===== src/rtl/if_id_stage.sv =====
// if_id_stage: IF/ID pipeline register with a one-entry hold buffer.
//
// The instruction ROM returns data one cycle after fetch issues the address.
// This block pairs that data with its PC and registers the pair for ID. When
// ID stalls, the pair present on the first stall cycle goes into a hold
// buffer, so ROM output that changes later in the stall cannot replace it.
// After the stall, the held pair issues first. A flush turns the ID slot into
// a bubble. Issue and bubble counters saturate at all-ones.
//
// Ports:
//   clk, rst                     clock, synchronous active-high reset
//   rom_en_in, stall_if          fetch qualifiers (live pair is usable when
//                                rom_en_in=1 and stall_if=0)
//   stall_id, flush              downstream control (flush has priority)
//   if_pc, rom_read_data         live fetch pair
//   id_pc, id_inst, id_valid     registered pair sent to ID
//   hold_valid                   hold buffer is occupied
//   issue_count, bubble_count    saturating performance counters
module if_id_stage #(
  parameter int ADDR_WIDTH = 32,
  parameter int DATA_WIDTH = 32,
  parameter int CNT_WIDTH  = 32,
  parameter logic [DATA_WIDTH-1:0] NOP_INST = '0
) (
  input  logic                  clk,
  input  logic                  rst,
  input  logic                  rom_en_in,
  input  logic                  stall_if,
  input  logic                  stall_id,
  input  logic                  flush,
  input  logic [ADDR_WIDTH-1:0] if_pc,
  input  logic [DATA_WIDTH-1:0] rom_read_data,
  output logic [ADDR_WIDTH-1:0] id_pc,
  output logic [DATA_WIDTH-1:0] id_inst,
  output logic                  id_valid,
  output logic                  hold_valid,
  output logic [CNT_WIDTH-1:0]  issue_count,
  output logic [CNT_WIDTH-1:0]  bubble_count
);

  typedef struct packed {
    logic [ADDR_WIDTH-1:0] pc;
    logic [DATA_WIDTH-1:0] inst;
    logic                  ok;
  } fetch_pair_t;

  fetch_pair_t hold_q;
  fetch_pair_t live;
  fetch_pair_t src;

  assign live = '{pc: if_pc, inst: rom_read_data, ok: rom_en_in & ~stall_if};
  assign src  = hold_valid ? hold_q : live;

  // Saturating increment: add one only when the counter is not all-ones.
  function automatic logic [CNT_WIDTH-1:0] sat_inc(input logic [CNT_WIDTH-1:0] c);
    return (&c) ? c : c + CNT_WIDTH'(1);
  endfunction

  always_ff @(posedge clk) begin
    if (rst) begin
      id_pc        <= '0;
      id_inst      <= NOP_INST;
      id_valid     <= 1'b0;
      hold_valid   <= 1'b0;
      hold_q       <= '0;
      issue_count  <= '0;
      bubble_count <= '0;
    end else if (flush) begin
      // Wrong-path slot becomes a bubble. The held pair is also wrong-path.
      id_valid     <= 1'b0;
      id_inst      <= NOP_INST;
      hold_valid   <= 1'b0;
      bubble_count <= sat_inc(bubble_count);
    end else if (stall_id) begin
      // Capture only on the first stall cycle. After that, the ROM bus may
      // carry unrelated data.
      if (!hold_valid) begin
        hold_q     <= live;
        hold_valid <= 1'b1;
      end
    end else begin
      hold_valid <= 1'b0;
      if (src.ok) begin
        id_pc       <= src.pc;
        id_inst     <= src.inst;
        id_valid    <= 1'b1;
        issue_count <= sat_inc(issue_count);
      end else begin
        id_valid     <= 1'b0;
        id_inst      <= NOP_INST;
        bubble_count <= sat_inc(bubble_count);
      end
    end
  end

endmodule


===== config.mk =====
export PLATFORM = sky130hd
export DESIGN_NAME = if_id_stage
export DESIGN_NICKNAME = d
export VERILOG_FILES = /design/src/rtl/if_id_stage.sv
export SDC_FILE = /design/constraint.sdc
export NUM_CORES = 1
export LEC_CHECK = 0
export ABC_CLOCK_PERIOD_IN_PS = 2500
export BUFFER_PORTS_ARGS = -buffer_cell sky130_fd_sc_hd__buf_4
export CAP_MARGIN = 5
export CORE_MARGIN = 2
export CORE_UTILIZATION = 54
export CTS_CLUSTER_DIAMETER = 80
export DETAILED_ROUTE_END_ITERATION = 8
export GPL_TIMING_DRIVEN = 0
export PLACE_DENSITY = 0.8
export SYNTH_ARGS = -nofsm -noshare
export SYNTH_HDL_FRONTEND = slang
export SYNTH_SLANG_ARGS = --single-unit

===== constraint.sdc =====
create_clock -name clk -period 2.5 [get_ports clk]
set_input_delay 0.5 -clock clk [delete_from_list [all_inputs] [get_ports clk]]
set_output_delay 0.5 -clock clk [all_outputs]
set_load 0.02 [all_outputs]

; After elaboration in Yosys (flattened, before gate mapping)
; Index checks and enable logic that the tools add are counted.
[totals]
ff_bits = 195
[op_classes]
addsub = 2
n_eq_ne = 2
muxes = 8
bitwise = 5
n_reduce_logical = 7
[op_table]
columns = cell, n
row1 = $mux W32, 5
row2 = $mux W65, 1
row3 = $add A32 B1 Y32 const B, 2
row4 = $reduce_and A32 Y1, 2
row5 = $ne A2 B1 Y1 const B, 2
row6 = $not A1 Y1, 4
row7 = $reduce_and A2 Y1, 2
row8 = $reduce_and A4 Y1, 1
row9 = $reduce_and A3 Y1, 1
row10 = $mux W1, 2
row11 = $reduce_or A2 Y1, 1
row12 = $and A1 B1 Y1, 1

; Logic depth before layout (Yosys ltp)
; Gate-level depths: netlist (run 1).
[depth]
depth_word = 6
depth_mapped = 7
ltp_nobuf = 5

; Least setup slack after synthesis (run 1)
; No wires, ideal clock.
[synth_timing]
path_kind = register -> register
startpoint = register bubble_count[20]
endpoint = register bubble_count[7]
setup_ns = 0.123
t_arrival_ns = 1.984
t_required_ns = 2.377
path_slack_ns = 0.392
path_stages_with_launch = 7
cell_sequence = dfxtp_1 nand4_1 or4_1 buf_6 nor3_4 nor4b_1 mux2_1
[synth_via]
elab_chain_cells = 5
[synth_rtl]
columns = item, line_no
row1 = start: declaration, 38  ; output logic [CNT_WIDTH-1:0] bubble_count
row2 = start signal: assignment, 73  ; bubble_count <= sat_inc(bubble_count);
row3 = start signal: assignment, 91  ; bubble_count <= sat_inc(bubble_count);
row4 = $reduce_and A32 Y1 *, 56  ; return (&c) ? c : c + CNT_WIDTH'(1);
row5 = $mux W32 *, -
row6 = $mux W32 (2 in series), -
row7 = $mux W32 *, -
; Mark *: on every way between the ends. The rest lies on a longest branch, timed or not. The select of a mux whose other input is x is not followed.
; A chain may end at the register's enable or synchronous reset.

; Worst setup path in the final report (run 1)
[layout_timing]
startpoint = register hold_valid
endpoint = register bubble_count[14]
[layout_via]
elab_chain_cells = 3
[layout_rtl]
columns = item, line_no
row1 = start: declaration, 36  ; output logic hold_valid,
row2 = start signal: assignment, 64  ; hold_valid <= 1'b0;
row3 = start signal: assignment, 72  ; hold_valid <= 1'b0;
row4 = start signal: assignment, 79  ; hold_valid <= 1'b1;
row5 = $mux W65, -
row6 = $ne A2 B1 Y1 (no line), -
row7 = $reduce_and A2 Y1 (no line), -
; No other way between the ends.

==> results.tsv, run 1 <==
metric	value	unit
Critical Path Sink	bubble_count[14]$_SDFFE_PP0P_	
R2R Setup Slk	0.22	ns
routed wire length per instance	16.2	µm
largest fanout on the critical path	10	
share of flip-flops with an asynchronous set or reset	0	%
min Tclk post-route	2.28	ns
final setup vio count	0	
Worst path top cell family by delay	simple AND/OR/NAND/NOR gates	
WL final	22700	µm
Critical Path Start Type	flop	
Synth top area share	46.7	%
GRT overflow	0	
R2R cell count	7	
Synth-to-Final Area Change	27.8	%
Main synth FF type	dfxtp_1	
crit share post-route	91.3	%
RSZ-0062 raised after global routing	no	
post-synthesis xor/xnor area fraction	0.838	%
largest net degree at the start of global routing	17	
Non-Filler Instances	1402	
HP Class	in2reg	
post-DP HPWL	16100	µm
post-CTS setup buffer count	0	
first-pass GRT wire length	35500	µm
die area	0.0165	mm²
largest family of logic cells by synthesized area	simple AND/OR/NAND/NOR gates	
Root Buffer	clkbuf_16	
flops & latches, synth	195	
crit path capture type	flop	
Syn Std Cell Area	0.00836	mm²
WP buf/inv	2	
Buffers on Ports	199	
Compound-Gate Fraction of Synth Area	16.8	%
post-route ant nets	0	
Mapped Cells	984	
initial antenna violation count	0	
Post-synth EDFFs	0	
Distinct cells, synth	55	
Placed Area	0.0101	mm²
Core Box Area	0.0151	mm²
Placed Instances	1371	
reg2reg end	bubble_count[14]$_SDFFE_PP0P_	
clk sink count	195	
critical path depth	7	
cell row count	45	
I/O Pins	200	
CTS tree	done	
GRT Util Overall	27.0	%
CTS clk-pin slew, worst paths	0.07	ns
design area	0.0107	mm²
largest area contributor in the netlist	dfxtp_1	
Synth Net Count	1056	
critical register-to-register path startpoint	hold_valid$_SDFF_PP0_	
ranking of synthesized cells by area	dfxtp_1, nand2_1, mux2i_1	
worst-path cell with the longest stage delay	or3b_1	
CTS resizes	0	
die width	128	µm
Post-Synth Adder-Cell Area	0.299	%
Pre-antenna DRT Iters	5	
H-tree levels	4	
# diodes	0	
crit path from	hold_valid$_SDFF_PP0_	
Final Hold Vio Count	0	
Pwr Density	614	mW/mm²
status	completed	
relative max-transition margin	48.2	%
maxcap violations	0	
CP cell instances	clkbuf_1 -> or3b_1 -> a21oi_2 -> buf_2 -> a211oi_1 -> nand2_1 -> mux2_2	
Hold Buf Count CTS	0	
share of layout cells above drive strength 1	21.4	%
fmax	0.438	GHz
Skew-Pair Late Insertion Delay	0.44	ns
worst path required time	2.82	ns
clk buf depth	2	
post-synthesis mux area share	9.01	%
via/cell ratio	5.81	
Hold WS	0.315	ns
Nets	1274	
Clock Skew	0.0130	ns
Initial Util	55.2	%
vias in the first global route	7315	
Avg Cell Area, Syn	8.49	µm²
Syn. warnings	0	
RD Place Congestion	0.908	
CTS Buf Count	17	
kind of critical path	reg2reg	
worst-margin pin slew	0.776	ns
setup TNS	0	ns
CP peak stage delay	0.45	ns
fillers	1242	
Die Y	128	µm
Leak	0.00402	µW
Synth Area in Simple Gates	23.0	%
Max Slew Vio Count	0	
Peak VDD IR	0.468	mV
Worst Path Arrival	2.60	ns
Vias	8143	
sequential share of the synthesized area	46.7	%
DR DRC count	0	
drt initial violations	482	
[kinds of logic after synthesis]
kind of cell | Yosys count
DFF | 195
xor gates and xnor gates | 8
muxes | 74
AOI/OAI and AO/OA | 240
adders and majority gates | 2
buffers and inverters | 69
and+or+nand+nor | 396
[power breakdown]
group,switching [µW],total (µW),internal [µW]
Combinational,310,532,222
Clock,1220,2790,1580
Sequential,44.3,3230,3180
[placed cells by master (no fill, tap or decap), drive strengths merged, types with 15 or more instances in the layout]
cell type  count
buf          215
dfxtp        195
nand2        194
a21oi        114
clkbuf        66
mux2i         64
o21ai         63
nor2          59
a211oi        33
or3           30
nand4         22
nand3         21
o31ai         15
[worst min-delay path: stages]
cell and delay, ns:
buf_4 0.11, nand2_1 0.05, a21oi_1 0.05
[worst min path at each step]
stage                                        start                       end  slack (ns)  depth (start not counted)
after detailed placement     id_valid$_SDFFE_PP0N_     id_valid$_SDFFE_PP0N_        0.44                          2
after CTS                                 if_pc[8]   hold_q[41]$_SDFFE_PP0N_        0.31                          3
final                                    if_pc[17]   hold_q[50]$_SDFFE_PP0N_        0.32                          3
after global placement    id_inst[31]$_SDFFE_PP0N_  id_inst[31]$_SDFFE_PP0N_        0.44                          2
after global routing                     if_pc[23]   hold_q[56]$_SDFFE_PP0N_        0.30                          3
after floorplan            hold_q[10]$_SDFFE_PP0N_   hold_q[10]$_SDFFE_PP0N_        0.44                          2
[final cells by class]
type                            instances  area, µm²  area share, %
Sequential cell                       195       3900           36.6
Inverter                                6       22.5          0.211
Clock inverter                         12        155           1.45
Timing Repair Buffer                  199       1490           14.0
Multi-Input combinational cell        720       4180           39.1
Clock buffer                           19        433           4.05
Tap cell                              188        235           2.20
Buffer                                 63        256           2.40
[sequential cells by signal, indices dropped and copies added (netlist names)]
name and cells:
id_valid 1, bubble_count 32, issue_count 32, id_inst 32, hold_valid 1, hold_q 65, id_pc 32
[stage by stage]
step / power [µW] / util (%) / setup slack (ns)
CTS: 6570 / 70.5 / 0.0139
global placement: 3810 / 66.6 / 0.0390
detailed placement: 3830 / 66.6 / 0.00608
global route: 6750 / 70.5 / 0.103
floorplan: 3580 / - / 0.392
finish: 6550 / 70.5 / 0.218
[routing by layer]
| metal | part of all wire, % | vias up | wire length [µm] | global-route usage, % |
|---|---|---|---|---|
| li1 | - | 3937 | - | - |
| met2 | 48 | 286 | 11000 | 44.6 |
| met1 | 42 | 3869 | 9520 | 34.0 |
| met4 | 2.4 | 0 | 540 | 9.83 |
| met3 | 7.5 | 51 | 1700 | 7.48 |
| met5 | 0 | - | 0 | 0 |
[Yosys cell counts (2+ instances only)]
| library cell | number |
|---|---|
| nand3_1 | 20 |
| nand4_1 | 21 |
| o21ai_0 | 61 |
| mux2i_1 | 64 |
| nor2_1 | 59 |
| and2_1 | 5 |
| nor3_1 | 6 |
| a21oi_1 | 113 |
| nor4_1 | 6 |
| o211a_1 | 2 |
| xnor2_1 | 7 |
| or3_1 | 29 |
| nand2_1 | 193 |
| buf_2 | 8 |
| and4_1 | 12 |
| buf_1 | 7 |
| ha_1 | 2 |
| inv_1 | 6 |
| and3_1 | 6 |
| o31ai_1 | 15 |
| a211oi_1 | 33 |
| dfxtp_1 | 195 |
| or4_1 | 14 |
| o31a_1 | 2 |
| o21ai_1 | 2 |
| nand2b_1 | 2 |
| clkbuf_1 | 47 |
| mux2_2 | 9 |
| o211ai_1 | 2 |
| a21o_1 | 2 |
| nor2b_1 | 10 |
(Power assumes the default switching activity.)
==> inputs of run 2 (changes only) <==
CORE_ASPECT_RATIO = 1.2   (was unset)
PLACE_DENSITY = 0.9   (was 0.8)
SETUP_SLACK_MARGIN = 0.02   (was unset)
==> results.tsv, run 2 (synthesized netlist as in run 1, its figures left out) <==
metric	value	unit	change
clock power share	43.5	%	was 42.6%
status	completed		unchanged
die area	0.0165	mm²	about the same
worst path required time	2.82	ns	about the same
HP Class	in2reg		unchanged
H-tree levels	4		unchanged
die width	118	µm	was 128 µm
WL final	23600	µm	was 22700 µm
Core Box Area	0.0151	mm²	about the same
leading cell type in the layout, fill and taps excluded	buf_4		unchanged
DR DRC count	0		unchanged
kind of critical path	reg2reg		unchanged
sw frac	23.6	%	was 24.0%
min Tclk post-route	2.29	ns	was 2.28 ns
Final Hold Vio Count	0		unchanged
Skew-Pair Late Insertion Delay	0.44	ns	about the same
post-DP HPWL	16500	µm	was 16100 µm
combinational share of power	8.0	%	was 8.1%
CTS Buf Count	17		unchanged
Buffers on Ports	199		unchanged
Worst Path Arrival	2.61	ns	was 2.60 ns
cell row count	49		was 45
Placed Area	0.0101	mm²	about the same
CTS tree	done		unchanged
initial antenna violation count	0		unchanged
CP cell instances	clkbuf_1 -> or3b_1 -> a21oi_2 -> buf_2 -> a211oi_1 -> nand2_1 -> mux2_2		unchanged
RD Place Congestion	0.895		was 0.908
GRT Util Overall	27.9	%	was 27.0%
GRT Max-Usage Layer	met2		unchanged
largest net degree at the start of global routing	17		unchanged
met1 usage	32.7	%	was 34.0%
Root Buffer	clkbuf_16		unchanged
GRT overflow	0		unchanged
crit share post-route	91.5	%	was 91.3%
Pwr Density	621	mW/mm²	was 614 mW/mm²
Hold WS	0.310	ns	was 0.315 ns
met2 Resource Use GR	46.9	%	was 44.6%
Synth-to-Final Area Change	28.5	%	was 27.8%
Internal	5100	µW	was 4980 µW
max FFs per register	65		unchanged
worst-path cell with the longest stage delay	or3b_1		unchanged
fillers	1181		was 1242
Peak VDD IR	0.419	mV	was 0.468 mV
Vias	8174		was 8143
RSZ-0062 raised after global routing	no		unchanged
setup TNS	0	ns	unchanged
Clock Skew	0.00916	ns	was 0.0130 ns
fmax	0.437	GHz	was 0.438 GHz
worst-margin pin slew	0.802	ns	was 0.776 ns
pre-CTS setup slack	-0.0332	ns	was 0.00608 ns
via/cell ratio	5.76		was 5.81
Critical Path Start Type	flop		unchanged
sw power	1570	µW	about the same
largest fanout on the critical path	10		unchanged
Initial Util	55.4	%	was 55.2%
Pre-antenna DRT Iters	5		unchanged
post-CTS setup buffer count	0		unchanged
Worst path top cell family by delay	simple AND/OR/NAND/NOR gates		unchanged
Nets	1274		unchanged
crit path capture type	flop		unchanged
setup ws final	0.213	ns	was 0.218 ns
Top reg by flops	hold_q		unchanged
Leak	0.00404	µW	was 0.00402 µW
design area	0.0107	mm²	about the same
drt initial violations	651		was 482
share of layout cells above drive strength 1	21.6	%	was 21.4%
GR Util met3	6.47	%	was 7.48%
vias in the first global route	7623		was 7315
Max Slew Vio Count	0		unchanged
final setup vio count	0		unchanged
post-route ant nets	0		unchanged
clk buf depth	2		unchanged
clk sink count	195		unchanged
commonest cells after routing, fill and taps aside	buf_4, dfxtp_1, nand2_1		unchanged
Die Y	140	µm	was 128 µm
# diodes	0		unchanged
WP buf/inv	2		unchanged
CP peak stage delay	0.46	ns	was 0.45 ns
Hold Buf Count CTS	0		unchanged
Reg power frac	48.4	%	was 49.3%
routed wire length per instance	16.6	µm	was 16.2 µm
first-pass GRT wire length	37400	µm	was 35500 µm
relative max-transition margin	46.5	%	was 48.2%
maxcap violations	0		unchanged
CTS clk-pin slew, worst paths	0.07	ns	about the same
I/O Pins	200		unchanged
run 2: worst paths after layout:
kind / from / to / slack, ns / cells past startpoint
worst min-delay path: if_pc[28] / hold_q[61]$_SDFFE_PP0N_ / 0.31 / 3
worst max-delay path: hold_valid$_SDFF_PP0_ / bubble_count[14]$_SDFFE_PP0P_ / 0.21 / 7
worst max register to register: hold_valid$_SDFF_PP0_ / bubble_count[14]$_SDFFE_PP0P_ / 0.21 / 7
worst min register to register: id_valid$_SDFFE_PP0N_ / id_valid$_SDFFE_PP0N_ / 0.45 / 2
run 2: tightest hold or removal path: stages:
cell     delay, ns
buf_4         0.11
nand2_1       0.04
a21oi_1       0.05
run 2: metrics by stage:
stage / utilization [%] / instances / power, µW
floorplan: - / 984 / 3580
global placement: 67.0 / 1387 / 3810
detailed placement: 67.0 / 1387 / 3830
CTS: 71.2 / 1419 / 6690
global route: 71.2 / 1419 / 6860
finish: 71.2 / 1419 / 6670
run 2: timing repair:
item,4_1_cts,5_1_grt
gates cloned,0,0
hold endpoints to repair,0,0
pin swaps,0,0
resized for setup,1,2
endpoints found under the setup margin,3,7
run 2: power groups by stage:
stage	Combinational, µW	Sequential [µW]	Clock, µW
floorplan	260	3320	0
global route	586	3240	3040
CTS	535	3230	2920
detailed placement	530	3300	0
finish	535	3230	2900
global placement	517	3290	0
run 2: layout make-up:
cell class	instances	area (µm²)	share of cell area [%]
plain buffers	63	256	2.39
clock buffers	22	484	4.51
clock inverters	10	145	1.35
inverters	6	22.5	0.210
multi-input cells	720	4180	38.9
flip-flops and latches	195	3900	36.4
well taps	204	255	2.38
repair buffers	199	1490	13.9
run 2: metal layers:
metal  share of wire, %  wire length [µm]  up-vias
met4                4.8              1140        0
met2                 49             11600      320
met5                  0                 0        -
met1                 40              9410     3831
met3                6.1              1440       84
li1                   -                 -     3939
==> inputs of run 3 (changes only) <==
CELL_PAD_IN_SITES_DETAIL_PLACEMENT = 1   (was unset)
CELL_PAD_IN_SITES_GLOBAL_PLACEMENT = 2   (was unset)
CORE_UTILIZATION = 31   (was 54)
PLACE_DENSITY = 0.89   (was 0.9)
RECOVER_POWER = 25   (was unset)
==> results.tsv, run 3 (synthesized netlist as in run 1, its figures left out) <==
metric	value	unit	change
largest fanout on the critical path	10		unchanged
first-pass GRT wire length	42600	µm	was 37400 µm
Final Power	6420	µW	was 6670 µW
Nets	1274		unchanged
CP cell instances	clkbuf_1 -> and2_1 -> o21a_1 -> clkbuf_2 -> clkbuf_1 -> a211oi_1		was clkbuf_1 -> or3b_1 -> a21oi_2 -> buf_2 -> a211oi_1 -> nand2_1 -> mux2_2
CTS Buf Count	17		unchanged
min Tclk post-route	2.25	ns	was 2.29 ns
H-tree levels	4		unchanged
CP peak stage delay	0.46	ns	about the same
Worst path top cell family by delay	buffers and inverters		was simple AND/OR/NAND/NOR gates
maxcap violations	0		unchanged
Max Slew Vio Count	0		unchanged
Die Y	184	µm	was 140 µm
clk buf depth	2		unchanged
Root Buffer	clkbuf_16		unchanged
vias in the first global route	8000		was 7623
Leak	0.00366	µW	was 0.00404 µW
WL final	27100	µm	was 23600 µm
DR DRC count	0		unchanged
crit share post-route	90.2	%	was 91.5%
worst path required time	2.80	ns	was 2.82 ns
critical path depth	6		was 7
cell row count	65		was 49
clk sink count	195		unchanged
Placed Instances	1518		was 1387
worst-margin pin slew	0.983	ns	was 0.802 ns
Critical Path Start Type	flop		unchanged
Vias	7975		was 8174
via/cell ratio	5.14		was 5.76
crit path capture type	flop		unchanged
kind of critical path	reg2reg		unchanged
pre-CTS setup slack	-0.122	ns	was -0.0332 ns
Non-Filler Instances	1551		was 1419
initial antenna violation count	1		was 0
Worst Path Arrival	2.55	ns	was 2.61 ns
drt initial violations	223		was 651
die area	0.0283	mm²	was 0.0165 mm²
routed wire length per instance	17.5	µm	was 16.6 µm
leading cell type in the layout, fill and taps excluded	dfxtp_1		was buf_4
max FFs per register	65		unchanged
die width	154	µm	was 118 µm
Core Box Area	0.0264	mm²	was 0.0151 mm²
I/O Pins	200		unchanged
fmax	0.444	GHz	was 0.437 GHz
worst-path cell with the longest stage delay	clkbuf_1		was or3b_1
largest net degree at the start of global routing	19		was 17
RSZ-0062 raised after global routing	no		unchanged
R2R cell count	6		was 7
relative max-transition margin	34.5	%	was 46.5%
GRT overflow	0		unchanged
RD Place Congestion	0.757		was 0.895
Pwr Density	611	mW/mm²	was 621 mW/mm²
share of layout cells above drive strength 1	15.0	%	was 21.6%
Initial Util	31.6	%	was 55.4%
post-route ant nets	0		unchanged
Top reg by flops	hold_q		unchanged
setup ws final	0.246	ns	was 0.213 ns
WHS Path Cells	3		unchanged
WP buf/inv	3		was 2
Synth-to-Final Area Change	25.9	%	was 28.5%
Final Hold Vio Count	0		unchanged
CTS clk-pin slew, worst paths	0.08	ns	was 0.07 ns
GRT Util Overall	19.0	%	was 27.9%
Pre-antenna DRT Iters	4		was 5
CTS tree	done		unchanged
Peak VDD IR	0.425	mV	was 0.419 mV
HP Class	in2reg		unchanged
status	completed		unchanged
Buffers on Ports	199		unchanged
fillers	3226		was 1181
final setup vio count	0		unchanged
Hold Buf Count CTS	0		unchanged
Clock Skew	0.0114	ns	was 0.00916 ns
post-DP HPWL	20000	µm	was 16500 µm
commonest cells after routing, fill and taps aside	dfxtp_1, nand2_1, clkbuf_1		was buf_4, dfxtp_1, nand2_1
Skew-Pair Late Insertion Delay	0.45	ns	was 0.44 ns
CP dominant cell by count	clkbuf_1		
[run 3: changes by cell type in the layout (fill, tap and decap cells not counted)]
cell,before,now
inv_6,3,6
clkinvlp_4,2,3
diode_2,0,1
bufinv_16,3,0
clkinv_2,1,2
clkbuf_8,4,0
clkinv_4,1,2
inv_8,0,2
clkbuf_1,46,126
buf_4,199,118
[run 3: area by class of cell]
cell class | count | area, µm² | area share [%]
diodes | 1 | 2.50 | 0.0238
plain buffers | 63 | 256 | 2.44
clock buffers | 17 | 425 | 4.04
clock inverters | 15 | 125 | 1.19
inverters | 6 | 22.5 | 0.214
multi-input cells | 720 | 4180 | 39.7
flip-flops and latches | 195 | 3900 | 37.1
well taps | 335 | 419 | 3.98
repair buffers | 199 | 1190 | 11.3
[run 3: worst register-to-register path, delay by kind of cell, from the launching register on]
| family | cells | cell delay, ns |
|---|---|---|
| AO/OA/AOI/OAI | 2 | 0.42 |
| buffers and inverters | 3 | 1.07 |
| flip-flops | 1 | 0.33 |
| AND/OR/NAND/NOR | 1 | 0.28 |
[run 3: worst paths after layout]
kind / slack (ns) / to / start
max: 0.25 / id_pc[31]$_SDFFE_PP0P_ / hold_valid$_SDFF_PP0_
min: 0.30 / hold_q[39]$_SDFFE_PP0N_ / if_pc[6]
max reg2reg: 0.25 / id_pc[31]$_SDFFE_PP0P_ / hold_valid$_SDFF_PP0_
min reg2reg: 0.45 / id_inst[26]$_SDFFE_PP0N_ / id_inst[26]$_SDFFE_PP0N_
[run 3: metal layers]
metal | part of all wire, % | global-route usage, % | vias up
li1 | - | - | 3942
met1 | 43 | 22.0 | 3870
met2 | 51 | 35.0 | 136
met3 | 4.2 | 4.36 | 27
met4 | 1.4 | 5.46 | 0
met5 | 0 | 0 | -
[run 3: where the power goes]
group          leakage (µW)  switching (µW)  internal [µW]  total, µW
registers           0.00158            45.4           3180       3230
clock network      0.000265            1360           1310       2670
logic               0.00181             326            202        529
[run 3: per-stage QoR]
stage          utilization (%)  cell area, µm²  hold slack, ns  TNS [ns]
2_1_floorplan                -            8360           0.436         0
3_3_place_gp              38.9           10300           0.437    -0.422
3_5_place_dp              38.9           10300           0.444     -1.03
4_1_cts                   40.9           10800           0.280         0
5_1_grt                   39.8           10500           0.294         0
6_report                  39.8           10500           0.300         0
[run 3: what timing repair did]
item                                    CTS  global route
buffers inserted                          0             0
endpoints found under the setup margin   19             6
gates resized for setup                   1             2
